**config.mk**
```make
export PLATFORM = sky130hd
export DESIGN_NAME = alu_result_buffer
export DESIGN_NICKNAME = d
export VERILOG_FILES = /design/src/rtl/wb_pkg.sv /design/src/rtl/fwd_match.sv /design/src/rtl/alu_result_buffer.sv
export SDC_FILE = /design/constraint.sdc
export NUM_CORES = 1
export LEC_CHECK = 0
export ABC_AREA = 1
export BUFFER_PORTS_ARGS = -buffer_cell sky130_fd_sc_hd__buf_2
export CAP_MARGIN = 20
export CORE_UTILIZATION = 50
export CTS_BUF_LIST = sky130_fd_sc_hd__clkbuf_8
export DETAILED_ROUTE_END_ITERATION = 7
export GPL_ROUTABILITY_DRIVEN = 0
export PLACE_DENSITY = 0.89
export SYNTH_ARGS = -nofsm -noshare
export SYNTH_HDL_FRONTEND = slang
export SYNTH_SLANG_ARGS = --single-unit
```
**constraint.sdc**
```tcl
create_clock -name clk -period 2.9 [get_ports clk]
set_clock_uncertainty 0.2 [all_clocks]
set_input_delay 0 -clock clk [delete_from_list [all_inputs] [get_ports clk]]
set_output_delay 0 -clock clk [all_outputs]
set_load 0.01 [all_outputs]
```
**src/rtl/wb_pkg.sv**
```systemverilog
// Shared widths and the writeback entry record for the ALU result buffer.
package wb_pkg;
  localparam int unsigned XLEN      = 64;
  localparam int unsigned REG_IDX_W = 5;

  typedef struct packed {
    logic [XLEN-1:0]      data;
    logic [REG_IDX_W-1:0] rd;
    logic                 wen;
  } wb_entry_t;

  typedef enum logic [1:0] {
    OCC_EMPTY,
    OCC_PARTIAL,
    OCC_FULL
  } occ_state_t;
endpackage

```
**src/rtl/fwd_match.sv**
```systemverilog
// Youngest-match bypass search over buffer entries ordered oldest (index 0) to youngest.
module fwd_match
  import wb_pkg::*;
#(
  parameter int unsigned DEPTH = 2
) (
  input  wb_entry_t [DEPTH-1:0] entries,
  input  logic [DEPTH-1:0]      valid,
  input  logic [REG_IDX_W-1:0]  rs,
  output logic                  hit,
  output logic [XLEN-1:0]       data
);

  // Later (younger) matches overwrite earlier ones.
  always_comb begin
    hit  = 1'b0;
    data = '0;
    for (int unsigned k = 0; k < DEPTH; k++) begin
      if (valid[k] && entries[k].wen && (entries[k].rd == rs) && (rs != '0)) begin
        hit  = 1'b1;
        data = entries[k].data;
      end
    end
  end

endmodule

```
**src/rtl/alu_result_buffer.sv**
```systemverilog
// FIFO of ALU results awaiting register writeback, with two combinational bypass ports.
module alu_result_buffer
  import wb_pkg::*;
#(
  parameter int unsigned DEPTH = 2
) (
  input  logic                       clk,
  input  logic                       reset_n,
  input  logic                       in_valid,
  output logic                       in_ready,
  input  logic [XLEN-1:0]            in_result,
  input  logic [REG_IDX_W-1:0]       in_rd,
  input  logic                       in_wen,
  input  logic                       in_word,
  input  logic                       flush,
  output logic                       out_valid,
  input  logic                       out_ready,
  output logic [XLEN-1:0]            out_data,
  output logic [REG_IDX_W-1:0]       out_rd,
  output logic                       out_wen,
  input  logic [REG_IDX_W-1:0]       fwd_rs1,
  input  logic [REG_IDX_W-1:0]       fwd_rs2,
  output logic                       fwd_hit1,
  output logic                       fwd_hit2,
  output logic [XLEN-1:0]            fwd_data1,
  output logic [XLEN-1:0]            fwd_data2,
  output logic [$clog2(DEPTH):0]     count
);

  localparam int unsigned PW = $clog2(DEPTH);
  localparam logic [PW:0] FULL_CNT = (PW+1)'(DEPTH);

  wb_entry_t            mem [DEPTH];
  logic [PW-1:0]        wr_ptr;
  logic [PW-1:0]        rd_ptr;
  occ_state_t           occ;
  logic                 push;
  logic                 pop;
  wb_entry_t            new_entry;
  wb_entry_t            head;
  wb_entry_t [DEPTH-1:0] ordered;
  logic [DEPTH-1:0]     ordered_valid;

  always_comb begin
    if (count == '0)           occ = OCC_EMPTY;
    else if (count == FULL_CNT) occ = OCC_FULL;
    else                        occ = OCC_PARTIAL;
  end

  assign in_ready  = (occ != OCC_FULL);
  assign out_valid = (occ != OCC_EMPTY);
  assign push      = in_valid && in_ready;
  assign pop       = out_valid && out_ready;

  always_comb begin
    new_entry.data = in_word ? {{32{in_result[31]}}, in_result[31:0]} : in_result;
    new_entry.rd   = in_rd;
    new_entry.wen  = in_wen && (in_rd != '0);
  end

  always_ff @(posedge clk or negedge reset_n) begin
    if (!reset_n) begin
      count  <= '0;
      wr_ptr <= '0;
      rd_ptr <= '0;
      for (int unsigned i = 0; i < DEPTH; i++) mem[i] <= '0;
    end else if (flush) begin
      count  <= '0;
      wr_ptr <= '0;
      rd_ptr <= '0;
    end else begin
      if (push) begin
        mem[wr_ptr] <= new_entry;
        wr_ptr      <= wr_ptr + 1'b1;
      end
      if (pop) rd_ptr <= rd_ptr + 1'b1;
      case ({push, pop})
        2'b10:   count <= count + 1'b1;
        2'b01:   count <= count - 1'b1;
        default: count <= count;
      endcase
    end
  end

  assign head     = mem[rd_ptr];
  assign out_data = out_valid ? head.data : '0;
  assign out_rd   = out_valid ? head.rd   : '0;
  assign out_wen  = out_valid ? head.wen  : 1'b0;

  // Rotate storage into age order so the matcher needs no pointer knowledge.
  always_comb begin
    for (int unsigned k = 0; k < DEPTH; k++) begin
      ordered[k]       = mem[rd_ptr + PW'(k)];
      ordered_valid[k] = ((PW+1)'(k) < count);
    end
  end

  fwd_match #(.DEPTH(DEPTH)) u_fwd1 (
    .entries (ordered),
    .valid   (ordered_valid),
    .rs      (fwd_rs1),
    .hit     (fwd_hit1),
    .data    (fwd_data1)
  );

  fwd_match #(.DEPTH(DEPTH)) u_fwd2 (
    .entries (ordered),
    .valid   (ordered_valid),
    .rs      (fwd_rs2),
    .hit     (fwd_hit2),
    .data    (fwd_data2)
  );

endmodule

```
# == Word level (Yosys, flattened, before mapping) ==
# Index checks and enable logic that the tools add are counted.
# word_totals
ff_bits,144
input_bits,86
output_inout_bits,204
elab_cells,83
# classes
add_sub_neg,4
magnitude_cmp,6
n_eq_ne,8
muxes,29
bitwise_logic,4
n_reduce_logical,23
# ops
cell,count
2-to-1 mux 70 bit,7
2-to-1 mux 64 bit,6
bitwise mux 140 bit,1
demux 70 bit (select 1 bit),1
equality test 5 bit,4
nonzero test 5 bit,3
logical AND 1 bit,14
2-to-1 mux 1 bit,9
greater-or-equal comparator 2 bit (second input constant),3
2-to-1 mux 2 bit,3
inverter 1 -> 2 bit,3
nonzero test 2 bit,3
2-to-1 mux 5 bit,1
equality test 2 bit (second input constant),2
less-than comparator 1 x 2 -> 1 bit (first input constant),2
case mux 2 bit (2 select lines),1
nonzero test 3 bit,1
adder 1 bit (second input constant),2
adder 2 x 1 -> 2 bit (second input constant),1
equality test 2 x 1 -> 1 bit (second input constant),1
zero test 2 bit,1
less-than comparator 2 x 1 -> 1 bit (second input constant),1
inequality test 2 bit (second input constant),1
AND reduction 2 bit,1
other kinds (2),2

# == Longest topological paths before layout ==
# logic_depth
ltp_word,9
ltp_mapped,13
depth_no_buf,11

# == Cells and area by module ==
# Synthesis repeated with hierarchy kept, for this count alone.
# hier_totals
cells_unflattened,1726
hier_area_um2,10676.5
# modules_own_cells
module,instances,cells_each,area_each_um2,seq_area_each_um2
alu_result_buffer,1,1166,8051.5,3603.5
fwd_match,2,280,1312.5,0.0

# == Worst setup path after synthesis ==
# Ideal clock, no wire load.
# synth_path
kind,reg-to-output
start,register count[0]
end,output port fwd_data2[52]
arrival_time_ps,2025
required_time_ps,2700
path_slack_ps,675
path_stages_with_launch,14
n_path_buf,2
cell_sequence,dfrtp_1 inv_1 ha_1 clkbuf_1 inv_1 nand2_1 nor2_1 nand2_1 nor2_1 nand2_1 nor2_8 buf_6 nand3_1 nand2_1
# synth_via
elab_chain_cells,6
word_cells_on_any_way,10
cone_classes,2 x order compare; 2 x mux; 6 x reduce/logical
# synth_rtl
element,line,source
from (decl),alu_result_buffer.sv:27,output logic [$clog2(DEPTH):0] count
from (signal assigned),alu_result_buffer.sv:78,2'b10: count <= count + 1'b1;
from (signal assigned),alu_result_buffer.sv:79,2'b01: count <= count - 1'b1;
from (signal assigned),alu_result_buffer.sv:80,default: count <= count;
less-than comparator 1 x 2 -> 1 bit,alu_result_buffer.sv:94,ordered_valid[k] = ((PW+1)'(k) < count);
logical AND 1 bit (3 in a row),fwd_match.sv:19,if (valid[k] && entries[k].wen && (entries[k].rd == rs) && (rs != '0)) begin
2-to-1 mux 64 bit,fwd_match.sv:19,
2-to-1 mux 64 bit (*),fwd_match.sv:19,
to (decl),alu_result_buffer.sv:26,"output logic [XLEN-1:0] fwd_data2,"
# Every way passes the cells marked *; elsewhere a longest branch is shown, timed or not.

# == Worst setup path in the final report ==
# layout_path
start,register count[0]
end,output port fwd_data1[16]
# layout_via
elab_chain_cells,6
word_cells_on_any_way,10
cone_classes,2 x order compare; 2 x mux; 6 x reduce/logical
# layout_rtl
element,line,source
less-than comparator 1 x 2 -> 1 bit,alu_result_buffer.sv:94,
logical AND 1 bit (3 in a row),fwd_match.sv:19,
2-to-1 mux 64 bit,fwd_match.sv:19,
2-to-1 mux 64 bit (*),fwd_match.sv:19,
to (decl),alu_result_buffer.sv:25,"output logic [XLEN-1:0] fwd_data1,"
# Marks and branches as above.

==> reports/metrics.csv <==
metric,value,unit
status,"finished, final reports clean",
worst hold path type,in2async,
Startpoint Class,flip-flop,
Die Width,148.1,microns
post-synthesis net count,1817,
Worst R2R End,mem[80]$_DFFE_PN0P_,
wire per inst,16.91,microns
Max Freq,0.3572,GHz
DRT antenna net count,0,
vias per inst,5.836,
CTS tree,done,
final net count,2108,
root cell of the clock tree,clkbuf_8,
Worst setup EP type,output pin,
CTS Buffer Depth,2,
HPWL after detailed placement,23.86,mm
GR peak layer,met2,
Routed WL,38.99,mm
die area,21920,sq um
routed via count,13458,
share of cells above drive strength 1,19.50,%
Ys Warns,0,
Worst VDD drop,0.4943,mV
worst setup slack after layout,0.1001,ns
FF+latch area,3607,sq um
period utilization,96.55,%
cell row count,53,
First DRT Iteration DRCs,1904,
critical path data required time,2.70,ns
reg2reg path depth,9,
"critical path fanouts, max",28,
Period minus WS final,2.800,ns
# diodes,0,
global-route wire length before repair,59.66,mm
top-area cell type share of the netlist area,33.78,%
clock sinks,144,
Pins Over Slew Limit,0,
utilization after layout,64.84,%
DRT Pass-1 Iters,8,
Synth area leader,dfrtp_1,
met3 Usage GRT,7.730,%
"CTS clk-pin slew, worst paths",0.09,ns
Initial Util,50.90,%
"worst slack, placed",0.2590,ns
static leakage,7.638,nW
synth top area cells,"dfrtp_1 34%, nand2_1 21%, o21ai_0 11%",
Slew @ Worst Pin,0.9898,ns
"Cell Area, Synth",10670,sq um
Cells after Synth,1728,
worst-skew pair later-pin latency,0.44,ns
Core Box Area,20960,sq um
CP arrival,2.60,ns
"commonest non-fill, non-tap cell in the layout",nand2_1,
DIE HEIGHT,148.1,microns
largest net degree at the start of global routing,233,
Hold WS,0.04316,ns
count of cell types in the netlist,19,
H-tree Lvls,4,
Max Cap Viol,0,
initial antenna violation count,1,
#FFs+latches synth,144,
P per Cell Area,831.7,nW/um^2
GRT Util Overall,34.38,%
"commonest non-fill, non-tap cells in the layout","599 x nand2_1, 288 x buf_2, 242 x o21ai_0",
"Seq/Total Area, Yosys",33.78,%
Pwr Total,11.30,mW
Fin. Hold Viols,0,
Area growth syn-to-layout,27.38,%
GR Overflow Total,0,
register-to-register path setup slack,0.12,ns
worst reg2reg startpoint,count[1]$_DFFE_PN0P_,
Mapped Avg Cell Area,6.173,sq um
Slew HR,34.01,%
I/O Pins,290,
met1 usage,42.99,%
IO buf count,289,
Final setup viols,0,
TritonCTS Buffers,17,
number of global-route vias before repair,11986,
met2 Use GR,53.90,%
FILL cells,1844,
Setup Crit Path Kind,reg2out,
DRC viols,0,
multi-input logic area,5709,sq um
[worst max path at each step]
stage	from	end	slack, ns	depth (start not counted)
finish	count[0]$_DFFE_PN0P_	fwd_data1[16]	0.10	13
global route	rd_ptr$_DFFE_PN0P_	fwd_data1[62]	-0.04	9
CTS	rd_ptr$_DFFE_PN0P_	fwd_data1[62]	0.02	10
detailed placement	rd_ptr$_DFFE_PN0P_	fwd_data1[57]	0.26	9
global placement	rd_ptr$_DFFE_PN0P_	fwd_data2[58]	0.36	9
floorplan	count[0]$_DFFE_PN0P_	fwd_data2[52]	0.67	13
[metal layers]
metal	wire (microns)	vias to the layer above
met5	0	-
met4	2160	0
met3	4488	238
met2	18020	1072
met1	14330	5996
li1	-	6152
[sequential cells by signal, summed over array words and instances, names as in the netlist]
name    count
count       2
rd_ptr      1
wr_ptr      1
mem       140
[power by group]
group / internal (mW) / switching, mW / leakage (nW)
Combinational: 1.83 / 4.42 / 5.67
Sequential: 2.91 / 0.478 / 1.78
Clock: 0.843 / 0.816 / 0.189
Total: 5.58 / 5.72 / 7.64
[repair_timing]
item / CTS / global route
pin swaps: 6 / 2
endpoints found under the hold margin: 246 / 0
gates cloned: 0 / 2
buffers inserted: 9 / 7
hold buffers: 78 / 0
resized for setup: 7 / 19
endpoints found under the setup margin: 130 / 132
[synthesized netlist by cell type]
master,instances
inv_2,1
buf_1,4
nand4_2,2
ha_1,3
buf_2,72
o21ai_0,244
buf_6,14
nor2_1,90
buf_4,1
o21ai_1,1
clkbuf_1,54
dfrtp_1,144
nand4_1,128
nor3_1,1
inv_1,191
nand3_1,165
a21oi_1,6
nand2_1,605
nor2_8,2
[critical path, stage by stage, from the launching register on]
cell     delay (ns)
dfrtp_1        0.38
inv_1          0.11
ha_2           0.21
inv_1          0.12
nand2_1        0.11
nor2_4         0.12
nand2_1        0.06
nor2_1         0.14
nand2_2        0.13
nor2_8         0.18
buf_12         0.20
nand3_1        0.12
nand2_1        0.12
buf_2          0.14
[kinds of logic after synthesis]
| family | share of synthesized area [%] |
|---|---|
| buf+inv | 13.72 |
| fa+ha+maj | 0.3519 |
| compound gates | 11.78 |
| flops | 33.78 |
| simple gates | 40.36 |
[per-stage QoR]
| step | cell area, sq um | std cells | TNS (ns) |
|---|---|---|---|
| after global placement | 12120 | 2179 | 0 |
| after global routing | 13590 | 2306 | -0.1015 |
| after floorplan | 10670 | 1728 | 0 |
| after CTS | 13410 | 2297 | 0 |
| final | 13590 | 2306 | 0 |
| after detailed placement | 12120 | 2179 | 0 |
[cell type report]
| type | instances | share of cell area [%] |
|---|---|---|
| Clock buffer | 17 | 1.722 |
| Tap cell | 275 | 2.532 |
| Clock inverter | 14 | 1.243 |
| Inverter | 192 | 5.341 |
| Sequential cell | 144 | 26.55 |
| Timing Repair Buffer | 417 | 20.59 |
| Multi-Input combinational cell | 1247 | 42.02 |
Power figures use the tool's default switching activity.
